==> config.mk <==
export PLATFORM = sky130hd
export DESIGN_NAME = lsu
export DESIGN_NICKNAME = d
export VERILOG_FILES = /design/src/rtl/lsu.sv
export SDC_FILE = /design/constraint.sdc
export NUM_CORES = 1
export LEC_CHECK = 0
export ABC_AREA = 0
export CAP_MARGIN = 0
export CORE_AREA = 3 3 161 163
export CTS_CLUSTER_DIAMETER = 120
export DETAILED_ROUTE_END_ITERATION = 8
export DIE_AREA = 0 0 164 166
export HOLD_SLACK_MARGIN = 0.03
export PLACE_DENSITY_LB_ADDON = 0.15
export SKIP_LAST_GASP = 1
export SYNTH_ARGS = -nofsm -noshare
export SYNTH_HDL_FRONTEND = slang
export SYNTH_SLANG_ARGS = --single-unit
export TNS_END_PERCENT = 30
==> constraint.sdc <==
create_clock -name clk -period 12.3 [get_ports clk]
set_input_delay 2.46 -clock clk [delete_from_list [all_inputs] [get_ports clk]]
set_output_delay 2.46 -clock clk [all_outputs]
set_load 0.02 [all_outputs]
==> src/rtl/lsu.sv <==
// Load/store unit: takes the ALU result as effective address and runs one
// request/grant/response transaction at a time on the data-memory port.
module lsu #(
    parameter int XLEN = 64
) (
    input  logic            clk,
    input  logic            rst,
    input  logic            in_valid_i,
    output logic            in_ready_o,
    input  logic            load_i,
    input  logic            store_i,
    input  logic [2:0]      funct3_i,
    input  logic [XLEN-1:0] addr_i,
    input  logic [XLEN-1:0] wdata_i,
    output logic            mem_req_o,
    output logic            mem_we_o,
    output logic [XLEN-1:0] mem_addr_o,
    output logic [XLEN-1:0] mem_wdata_o,
    output logic [7:0]      mem_wstrb_o,
    input  logic            mem_gnt_i,
    input  logic            mem_rvalid_i,
    input  logic [XLEN-1:0] mem_rdata_i,
    output logic            out_valid_o,
    input  logic            out_ready_i,
    output logic [XLEN-1:0] out_data_o,
    output logic            misalign_o
);

    typedef enum logic [1:0] {IDLE = 2'd0, REQ = 2'd1, WAIT = 2'd2, DONE = 2'd3} state_t;

    function automatic logic [7:0] strobe_f(input logic [1:0] size, input logic [2:0] off);
        case (size)
            2'b00:   strobe_f = 8'h01 << off;
            2'b01:   strobe_f = 8'h03 << off;
            2'b10:   strobe_f = 8'h0F << off;
            default: strobe_f = 8'hFF;
        endcase
    endfunction

    function automatic logic misaligned_f(input logic [1:0] size, input logic [2:0] off);
        case (size)
            2'b01:   misaligned_f = off[0];
            2'b10:   misaligned_f = |off[1:0];
            2'b11:   misaligned_f = |off[2:0];
            default: misaligned_f = 1'b0;
        endcase
    endfunction

    function automatic logic [XLEN-1:0] load_fmt_f(input logic [XLEN-1:0] rdata,
                                                   input logic [2:0] f3,
                                                   input logic [2:0] off);
        logic [XLEN-1:0] r;
        r = rdata >> {off, 3'b000};
        case (f3)
            3'b000:  load_fmt_f = {{56{r[7]}}, r[7:0]};
            3'b001:  load_fmt_f = {{48{r[15]}}, r[15:0]};
            3'b010:  load_fmt_f = {{32{r[31]}}, r[31:0]};
            3'b100:  load_fmt_f = {56'd0, r[7:0]};
            3'b101:  load_fmt_f = {48'd0, r[15:0]};
            3'b110:  load_fmt_f = {32'd0, r[31:0]};
            default: load_fmt_f = r;
        endcase
    endfunction

    state_t            state_r, state_next_s;
    logic              store_r, store_next_s;
    logic [2:0]        funct3_r, funct3_next_s;
    logic [2:0]        off_r, off_next_s;
    logic              mem_req_r, mem_req_next_s;
    logic              mem_we_r, mem_we_next_s;
    logic [XLEN-1:0]   mem_addr_r, mem_addr_next_s;
    logic [XLEN-1:0]   mem_wdata_r, mem_wdata_next_s;
    logic [7:0]        mem_wstrb_r, mem_wstrb_next_s;
    logic              out_valid_r, out_valid_next_s;
    logic [XLEN-1:0]   out_data_r, out_data_next_s;
    logic              misalign_r, misalign_next_s;
    logic              reserved_s;

    assign in_ready_o  = (state_r == IDLE) & ~rst;
    assign mem_req_o   = mem_req_r;
    assign mem_we_o    = mem_we_r;
    assign mem_addr_o  = mem_addr_r;
    assign mem_wdata_o = mem_wdata_r;
    assign mem_wstrb_o = mem_wstrb_r;
    assign out_valid_o = out_valid_r;
    assign out_data_o  = out_data_r;
    assign misalign_o  = misalign_r;

    // Reserved size encodings: 111 for loads, anything with bit 2 set for stores.
    assign reserved_s = load_i ? (funct3_i == 3'b111) : funct3_i[2];

    // Next-state and next-output decode for the transaction FSM.
    always_comb begin
        state_next_s     = state_r;
        store_next_s     = store_r;
        funct3_next_s    = funct3_r;
        off_next_s       = off_r;
        mem_req_next_s   = mem_req_r;
        mem_we_next_s    = mem_we_r;
        mem_addr_next_s  = mem_addr_r;
        mem_wdata_next_s = mem_wdata_r;
        mem_wstrb_next_s = mem_wstrb_r;
        out_valid_next_s = out_valid_r;
        out_data_next_s  = out_data_r;
        misalign_next_s  = misalign_r;
        case (state_r)
            IDLE: begin
                if (in_valid_i && in_ready_o) begin
                    store_next_s  = store_i;
                    funct3_next_s = funct3_i;
                    off_next_s    = addr_i[2:0];
                    if (!(load_i || store_i)) begin
                        state_next_s     = DONE;
                        out_valid_next_s = 1'b1;
                        out_data_next_s  = addr_i;
                        misalign_next_s  = 1'b0;
                    end else if (reserved_s || misaligned_f(funct3_i[1:0], addr_i[2:0])) begin
                        state_next_s     = DONE;
                        out_valid_next_s = 1'b1;
                        out_data_next_s  = addr_i;
                        misalign_next_s  = 1'b1;
                    end else begin
                        state_next_s     = REQ;
                        mem_req_next_s   = 1'b1;
                        mem_we_next_s    = store_i;
                        mem_addr_next_s  = {addr_i[XLEN-1:3], 3'b000};
                        mem_wdata_next_s = store_i ? (wdata_i << {addr_i[2:0], 3'b000}) : {XLEN{1'b0}};
                        mem_wstrb_next_s = store_i ? strobe_f(funct3_i[1:0], addr_i[2:0]) : 8'h00;
                    end
                end else begin
                    state_next_s = IDLE;
                end
            end
            REQ: begin
                if (mem_gnt_i) begin
                    mem_req_next_s   = 1'b0;
                    mem_we_next_s    = 1'b0;
                    mem_wstrb_next_s = 8'h00;
                    if (store_r) begin
                        state_next_s     = DONE;
                        out_valid_next_s = 1'b1;
                        out_data_next_s  = {XLEN{1'b0}};
                        misalign_next_s  = 1'b0;
                    end else begin
                        state_next_s = WAIT;
                    end
                end else begin
                    state_next_s = REQ;
                end
            end
            WAIT: begin
                if (mem_rvalid_i) begin
                    state_next_s     = DONE;
                    out_valid_next_s = 1'b1;
                    out_data_next_s  = load_fmt_f(mem_rdata_i, funct3_r, off_r);
                    misalign_next_s  = 1'b0;
                end else begin
                    state_next_s = WAIT;
                end
            end
            DONE: begin
                if (out_ready_i) begin
                    state_next_s     = IDLE;
                    out_valid_next_s = 1'b0;
                    misalign_next_s  = 1'b0;
                end else begin
                    state_next_s = DONE;
                end
            end
            default: begin
                state_next_s     = IDLE;
                mem_req_next_s   = 1'b0;
                out_valid_next_s = 1'b0;
                misalign_next_s  = 1'b0;
            end
        endcase
    end

    // State and registered-output update; reset clears everything immediately.
    always_ff @(posedge clk or posedge rst) begin
        if (rst) begin
            state_r     <= IDLE;
            store_r     <= 1'b0;
            funct3_r    <= 3'b000;
            off_r       <= 3'b000;
            mem_req_r   <= 1'b0;
            mem_we_r    <= 1'b0;
            mem_addr_r  <= {XLEN{1'b0}};
            mem_wdata_r <= {XLEN{1'b0}};
            mem_wstrb_r <= 8'h00;
            out_valid_r <= 1'b0;
            out_data_r  <= {XLEN{1'b0}};
            misalign_r  <= 1'b0;
        end else begin
            state_r     <= state_next_s;
            store_r     <= store_next_s;
            funct3_r    <= funct3_next_s;
            off_r       <= off_next_s;
            mem_req_r   <= mem_req_next_s;
            mem_we_r    <= mem_we_next_s;
            mem_addr_r  <= mem_addr_next_s;
            mem_wdata_r <= mem_wdata_next_s;
            mem_wstrb_r <= mem_wstrb_next_s;
            out_valid_r <= out_valid_next_s;
            out_data_r  <= out_data_next_s;
            misalign_r  <= misalign_next_s;
        end
    end

endmodule

Word-level counts from Yosys, hierarchy flattened:

Index checks and enable logic that the tools add are counted.

* input bits: 203
* register bits: 210

* bitwise logic cells: 3
* shifts and indexed selects: 5
* multiplexer cells: 52
* equal/unequal tests: 20
* reduce and logical (&&, ||, !) cells: 15

Operators by type and width (number)
* 2-to-1 mux 64 bit: 7
* case mux 64 bit (6 select lines): 1
* case mux 64 bit (3 select lines): 1
* << shifter 64 x 6 -> 64 bit: 1
* right shift 64 x 6 -> 64 bit: 1
* 2-to-1 mux 8 bit: 5
* 2-to-1 mux 1 bit: 25
* case mux 8 bit (3 select lines): 1
* case mux 8 bit (2 select lines): 1
* equality test 3 bit, second input constant: 4
* AND reduction 6 bit: 2
* 2-to-1 mux 2 bit: 5
* inequality test 2 bit, second input constant: 5
* equality test 2 bit, second input constant: 4
* case mux 1 bit (4 select lines): 2
* case mux 2 bit (4 select lines): 1
* << shifter 1 x 3 -> 8 bit, first input constant: 1
* << shifter 2 x 3 -> 8 bit, first input constant: 1
* << shifter 4 x 3 -> 8 bit, first input constant: 1
* AND reduction 5 bit: 1
* equality test 2 x 1 -> 1 bit, second input constant: 2
* zero test 2 bit: 2
* inequality test 2 x 1 -> 1 bit, second input constant: 2
* case mux 1 bit (2 select lines): 2
* 15 further kinds: 17

Longest topological paths before layout:

Gate-level depths: netlist of run 1.

* depth in word-level cells: 10
* depth in mapped cells: 12

Worst setup path before layout of run 1:

OpenSTA, ideal clock, no wires.

* path kind: input to output
* start: input port rst
* end: output port in_ready_o
* required time: 9.840 ns
* buffers on the path: 0
* stages on the path: 1
* setup slack: 7.013 ns
* arrival: 2.827 ns
* cells stage by stage: nor2b_1

* longest elaborated chain between the ends: 2

RTL lines
* start: declaration: RTL line 7 `input logic rst,`
* NOT 1 bit: RTL line 79 `assign in_ready_o = (state_r == IDLE) & ~rst;`
* AND 1 bit: RTL line 79
* end: declaration: RTL line 9 `output logic in_ready_o,`

Every way passes these cells.

Final worst setup path of run 1:

Ends and elaborated chain as after synthesis.

==> results of run 1 <==
==> placed cells by master (no fill, tap or decap), types with 7 or more instances in the layout <==
cell               n
a211oi_1          22
a21oi_1          101
a221oi_1          24
a22oi_1            7
a31oi_1           14
buf_4             15
clkbuf_16         23
clkdlybuf4s50_1  402
dfrtp_1          208
ha_1               9
inv_1             13
mux2_2            24
mux2i_1           91
mux4_2            27
nand2_1          358
nand3_1           26
nor2_1           104
nor2b_1           19
nor3_1             7
o211ai_1          11
o21a_1            15
o21ai_0           72
o21ai_1            8
o22ai_1           38
o2bb2ai_1         10
o31ai_1           15
o31ai_2            9
==> layer usage <==
metal  vias to the layer above  track usage, %  share of wire (%)  wire [um]
met5                         -               0              0.028         13
met4                         2            9.82                3.2       1480
met3                        86            7.38                9.4       4390
met2                       618            57.4                 50      23200
met1                      5919            41.6                 37      17400
li1                       5603               -                  -          -
==> state kept, by name (all words and copies together) (netlist names), 2 cells and up <==
name,count
mem_addr_o,61
state_r,2
out_data_o,64
mem_wdata_o,64
off_r,3
funct3_r,3
mem_wstrb_o,8
==> power groups by stage <==
| stage | Combinational [W] | Sequential (W) | Clock [W] |
|---|---|---|---|
| global route | 0.00253 | 0.00121 | 0.000793 |
| floorplan | 0.00105 | 0.00149 | 0 |
| finish | 0.00236 | 0.00117 | 0.000752 |
| global placement | 0.00231 | 0.00117 | 0 |
| detailed placement | 0.00235 | 0.00117 | 0 |
| CTS | 0.00236 | 0.00117 | 0.000759 |
==> cells by family after synthesis <==
| family | share of synthesized area, % |
|---|---|
| buffers and inverters | 5.78 |
| flip-flops | 42.2 |
| adder cells (fa/ha/maj) | 0.905 |
| other | 0.0301 |
| multiplexers | 14.4 |
| AND/OR/NAND/NOR | 17.7 |
| AO/OA/AOI/OAI | 19.0 |
==> worst max-delay path, stage by stage <==
cell             delay (ns)
clkdlybuf4s50_1        0.52
nor2b_1                0.23
clkdlybuf4s50_1        0.63
==> final cells by class <==
| cell class | count | area, um2 | share of cell area (%) |
|---|---|---|---|
| antenna | 1 | 2.50 | 0.0146 |
| clock buffer | 30 | 652 | 3.79 |
| clock inverter | 11 | 168 | 0.975 |
| inverter | 18 | 75.1 | 0.437 |
| multi-input combinational | 1059 | 6490 | 37.7 |
| sequential | 210 | 5260 | 30.6 |
| tap | 324 | 405 | 2.36 |
| timing repair buffer | 418 | 4140 | 24.1 |
==> stage by stage <==
| step | hold WS, ns | power (W) | instance area [um2] |
|---|---|---|---|
| 6_report | 0.472 | 0.00428 | 17200 |
| 5_1_grt | 0.486 | 0.00453 | 17200 |
| 4_1_cts | 0.477 | 0.00429 | 17200 |
| 3_5_place_dp | 0.461 | 0.00352 | 16400 |
| 3_3_place_gp | 0.456 | 0.00348 | 16400 |
| 2_1_floorplan | 0.464 | 0.00255 | 12400 |
==> path summary, 6_finish.rpt <==
| kind | cells after the start | startpoint | end | slack (ns) |
|---|---|---|---|---|
| max | 3 | rst | in_ready_o | 5.99 |
| min | 2 | mem_addr_o[21] | mem_addr_o[21] | 0.47 |
| max reg2reg | 8 | state_r[0] | mem_wdata_o[22] | 8.86 |
| min reg2reg | 2 | mem_addr_o[21] | mem_addr_o[21] | 0.47 |
| max in group asynchronous | 3 | rst | mem_wdata_o[16] | 8.09 |
| min in group asynchronous | 2 | rst | store_r | 2.59 |
==> reports/qor.csv, run 1 <==
stage,metric,value,unit
outcome,status,"complete, no violations",
floorplanning,start_util,50.8,%
timing,max_freq,0.159,GHz
layout,fin_util,70.3,%
timing,final.setup.tns,0,ns
clock_network,clock_path_buffers,3,
logic_synthesis,syn_inst,1400,
critical_path,worstPathRequired,9.84,ns
logic_synthesis,synth_most_common_cell,nand2_1,
timing,rsz0062_at_grt,false,
logic_synthesis,ys.warnings.count,0,
global_route,grt_usage,33.2,%
power,combPwrFrac,55.1,%
clock_network,cts.htree.levels,1,
power,leakagePower,7.45,nW
route,avgViaCountPerCell,5.90,
route,wl_per_cell,22.5,um
timing,worst_slack,5.99,ns
critical_path,cp-start-kind,input pin,
clock_network,tritoncts,built,
clock_network,cts_num_sinks,210,
place,portBuffers,404,
global_route,grt_max_degree,136,
clock_network,cts-root-buf,clkbuf_16,
logic_synthesis,ys_ff_latch,210,
hold_path,hold_class,register to register,
logic_synthesis,synthTopCellsByCount,"nand2_1 (358), dfrtp_1 (210), nor2_1 (104)",
clock_network,post-cts-setup-buffer-count,0,
power,powerDensity,249,nW/um2
timing,worst_pin_slew,1.14,ns
route,ant_nets,0,
route,wl,46600,um
layout,areaGrowthSynthToFinish,38.2,%
timing,skew,0.0173,ns
power,p_int,0.00246,W
floorplanning,dieArea,27200,um2
floorplanning,coreArea,24500,um2
route,dr.pass1.iters,5,
logic_synthesis,synth_edf_count,0,
floorplanning,die_w,164,um
critical_path,cp-end-kind,output port,
place,place_inst,2029,
timing,period_needed,6.31,ns
clock_network,numCtsBuffers,23,
timing,finalHoldViolCount,0,
layout,fillers,1909,
clock_network,path_clk_slew,0.06,ns
floorplanning,fp.dieH,166,um
critical_path,path_max_fanout,3,
power,pwr-share-clk,17.6,%
critical_path,crit_type,input pin to output port,
logic_synthesis,synth_ff_type,dfrtp_1,
power,pwr-share-seq,27.4,%
clock_network,clock_latency,0.52,ns
timing,slew_headroom,24.3,%
route,vias,12228,
power,swShare,42.7,%
logic_synthesis,seq_area_frac_synth,42.2,%
timing,maxSlewViolCount,0,
logic_synthesis,synth.area.top_cells,"dfrtp_1 (42%), nand2_1 (11%), mux2i_1 (7.3%), mux4_2 (4.9%), a21oi_1 (4.1%)",
layout,drive_gt1_share,7.56,%
logic_synthesis,synth_top_area_cell,dfrtp_1,
global_route,grt.overflow.total,0,
global_route,grt_pass1_vias,11905,
power,p_sw,0.00183,W
logic_synthesis,synth_top_area_share,42.2,%
logic_synthesis,async_reset_ff_share,100,%
run,cap_viol_max_count,0,
logic_synthesis,avgSynthCellArea,8.88,um2
critical_path,arrival,3.85,ns
clock_network,holdBufCountCts,0,
logic_synthesis,synth.distinct_cells,58,
floorplanning,rows,57,
timing,setup_viol,0,
place,post-dp-hpwl,34300,um
place,dp_slack,5.99,ns
clock_network,post_cts_resized,0,
power,peakVddDrop,0.000137,V
timing,fin_crit_sh,51.3,%
global_route,antenna_found_initial,2,
route,drc_errors,0,
layout,fin_cells,2071,
floorplanning,ios,408,
place,gp_routability_congestion,0.942,
route,drt_iter0_drc,1269,
layout,nNetsFinal,1942,
logic_synthesis,netlist_area,12400,um2
global_route,grt_pass1_wl,71000,um
(Power assumes the default switching activity.)
==> inputs of run 2 (changes only) <==
- CORE_AREA: 3 3 161 163 -> 3 3 175 177
- DIE_AREA: 0 0 164 166 -> 0 0 178 180
- clock period: 12.3 -> 5.4 ns (I/O delays scaled with it)
==> reports/qor.csv, run 2 (synthesis results as in run 1) <==
stage,metric,value,unit
outcome,status,"complete, no violations",
timing,skew,0.0104,ns
critical_path,timing.rr.start,state_r[0],
timing,finalHoldViolCount,0,
floorplanning,dieArea,32000,um2
clock_network,tritoncts,built,
hold_path,whs_endpoint,mem_addr_o[48],
timing,max_freq,0.263,GHz
critical_path,reg2reg_depth,7,
critical_path,rrSetupSlack,2.33,ns
clock_network,post-cts-setup-buffer-count,0,
clock_network,clock_path_buffers,3,
place,gp_routability_congestion,0.915,
critical_path,arrival,4.27,ns
clock_network,holdBufCountCts,0,
layout,nNetsFinal,1944,
critical_path,cp_slowest_cell,nor3_1,
layout,final_cell_mix,"clkdlybuf4s50_1 (402), nand2_1 (358), dfrtp_1 (208)",
floorplanning,die_w,178,um
critical_path,path_max_fanout,37,
global_route,grt_max_degree,109,
critical_path,path_buf_inv,3,
route,drt_iter0_drc,996,
floorplanning,start_util,42.3,%
clock_network,cts-root-buf,clkbuf_16,
timing,setup_viol,0,
timing,fin_crit_sh,70.5,%
critical_path,critPathTopFamily,simple AND/OR/NAND/NOR gates,
layout,fillers,2597,
run,cap_viol_max_count,0,
clock_network,clock_latency,0.53,ns
global_route,antenna_found_initial,4,
critical_path,crit_path_cell_trace,clkdlybuf4s50_1 -> buf_4 -> inv_2 -> nand2_1 -> nor3_1 -> nand3_1 -> nand2_1,
floorplanning,rows,63,
route,vias,12175,
clock_network,cts_num_sinks,210,
layout,mostFrequentLayoutCell,clkdlybuf4s50_1,
clock_network,numCtsBuffers,25,
critical_path,cp-end-kind,register,
hold_path,holdPathStages,2,
timing,final.setup.tns,0,ns
critical_path,cp-start-kind,input pin,
critical_path,crit_type,input pin to register,
global_route,grt_pass1_wl,72800,um
timing,maxSlewViolCount,0,
route,drc_errors,0,
place,post-dp-hpwl,35800,um
place,portBuffers,404,
timing,worst_slack,1.60,ns
floorplanning,coreArea,29400,um2
hold_path,min_from,mem_addr_o[48],
global_route,grt.overflow.total,0,
route,dr.pass1.iters,6,
critical_path,r2r_end,mem_wdata_o[30],
critical_path,max_stage_delay,0.85,ns
critical_path,cpMostUsedCell,nand2_1,
route,wl,48900,um
power,peakVddDrop,0.000282,V
clock_network,path_clk_slew,0.06,ns
timing,rsz0062_at_grt,false,
global_route,grt_pass1_vias,11845,
power,powerDensity,568,nW/um2
place,dp_slack,1.12,ns
power,leakagePower,7.48,nW
global_route,grt_usage,29.2,%
timing,slew_headroom,18.0,%
floorplanning,ios,408,
clock_network,cts.htree.levels,1,
layout,areaGrowthSynthToFinish,39.5,%
timing,period_needed,3.80,ns
route,avgViaCountPerCell,5.68,
route,ant_nets,0,
critical_path,worstPathRequired,5.86,ns
timing,worst_pin_slew,1.23,ns
layout,drive_gt1_share,7.54,%
route,wl_per_cell,22.8,um
hold_path,hold_class,register to register,
floorplanning,fp.dieH,180,um
clock_network,post_cts_resized,0,
==> run 2: worst max-delay path by stage <==
stage	from	cells after the start	end
6_report	addr_i[2]	7	mem_wdata_o[0]
5_1_grt	addr_i[2]	7	mem_wdata_o[0]
4_1_cts	addr_i[2]	7	mem_wdata_o[0]
3_5_place_dp	addr_i[2]	7	mem_wdata_o[0]
3_3_place_gp	addr_i[2]	7	mem_wdata_o[3]
2_1_floorplan	rst	1	funct3_r[0]
==> run 2: power by group <==
| group | switching [W] | internal, W |
|---|---|---|
| registers | 0.000454 | 0.00226 |
| clock network | 0.000708 | 0.00107 |
| logic | 0.00305 | 0.00230 |
| total | 0.00421 | 0.00564 |
==> run 2: per-stage QoR <==
step                      utilization (%)  std cells  power (W)  area [um2]  hold slack (ns)
after floorplan                         -       1402    0.00581       12400            0.464
after global placement               56.1       2095    0.00800       16500            0.457
after detailed placement             56.1       2095    0.00806       16500            0.461
after CTS                            59.0       2141    0.00988       17300            0.476
after global routing                 59.0       2142     0.0104       17400            0.492
final                                59.0       2142    0.00985       17400            0.473
==> run 2: layout make-up <==
| type | count | area (um2) | share of cell area [%] |
|---|---|---|---|
| Timing Repair Buffer | 418 | 4190 | 24.2 |
| Antenna cell | 1 | 2.50 | 0.0144 |
| Clock buffer | 34 | 679 | 3.92 |
| Clock inverter | 12 | 173 | 0.995 |
| Sequential cell | 210 | 5260 | 30.3 |
| Multi-Input combinational cell | 1059 | 6490 | 37.4 |
| Inverter | 18 | 71.3 | 0.411 |
| Tap cell | 390 | 488 | 2.81 |
==> run 2: layer usage <==
layer / part of all wire (%) / global-route usage (%)
met3: 9.4 / 7.94
met5: 0.094 / 0
met4: 3.7 / 11.0
met2: 48 / 48.0
met1: 39 / 36.8
==> run 2: worst register-to-register path: stages, from the launching register on <==
cell and delay (ns):
dfrtp_1 0.41, inv_1 0.09, ha_1 0.31, nor2b_1 0.28, nand2_1 0.39, or3_4 0.73, buf_12 0.37, o31ai_1 0.38
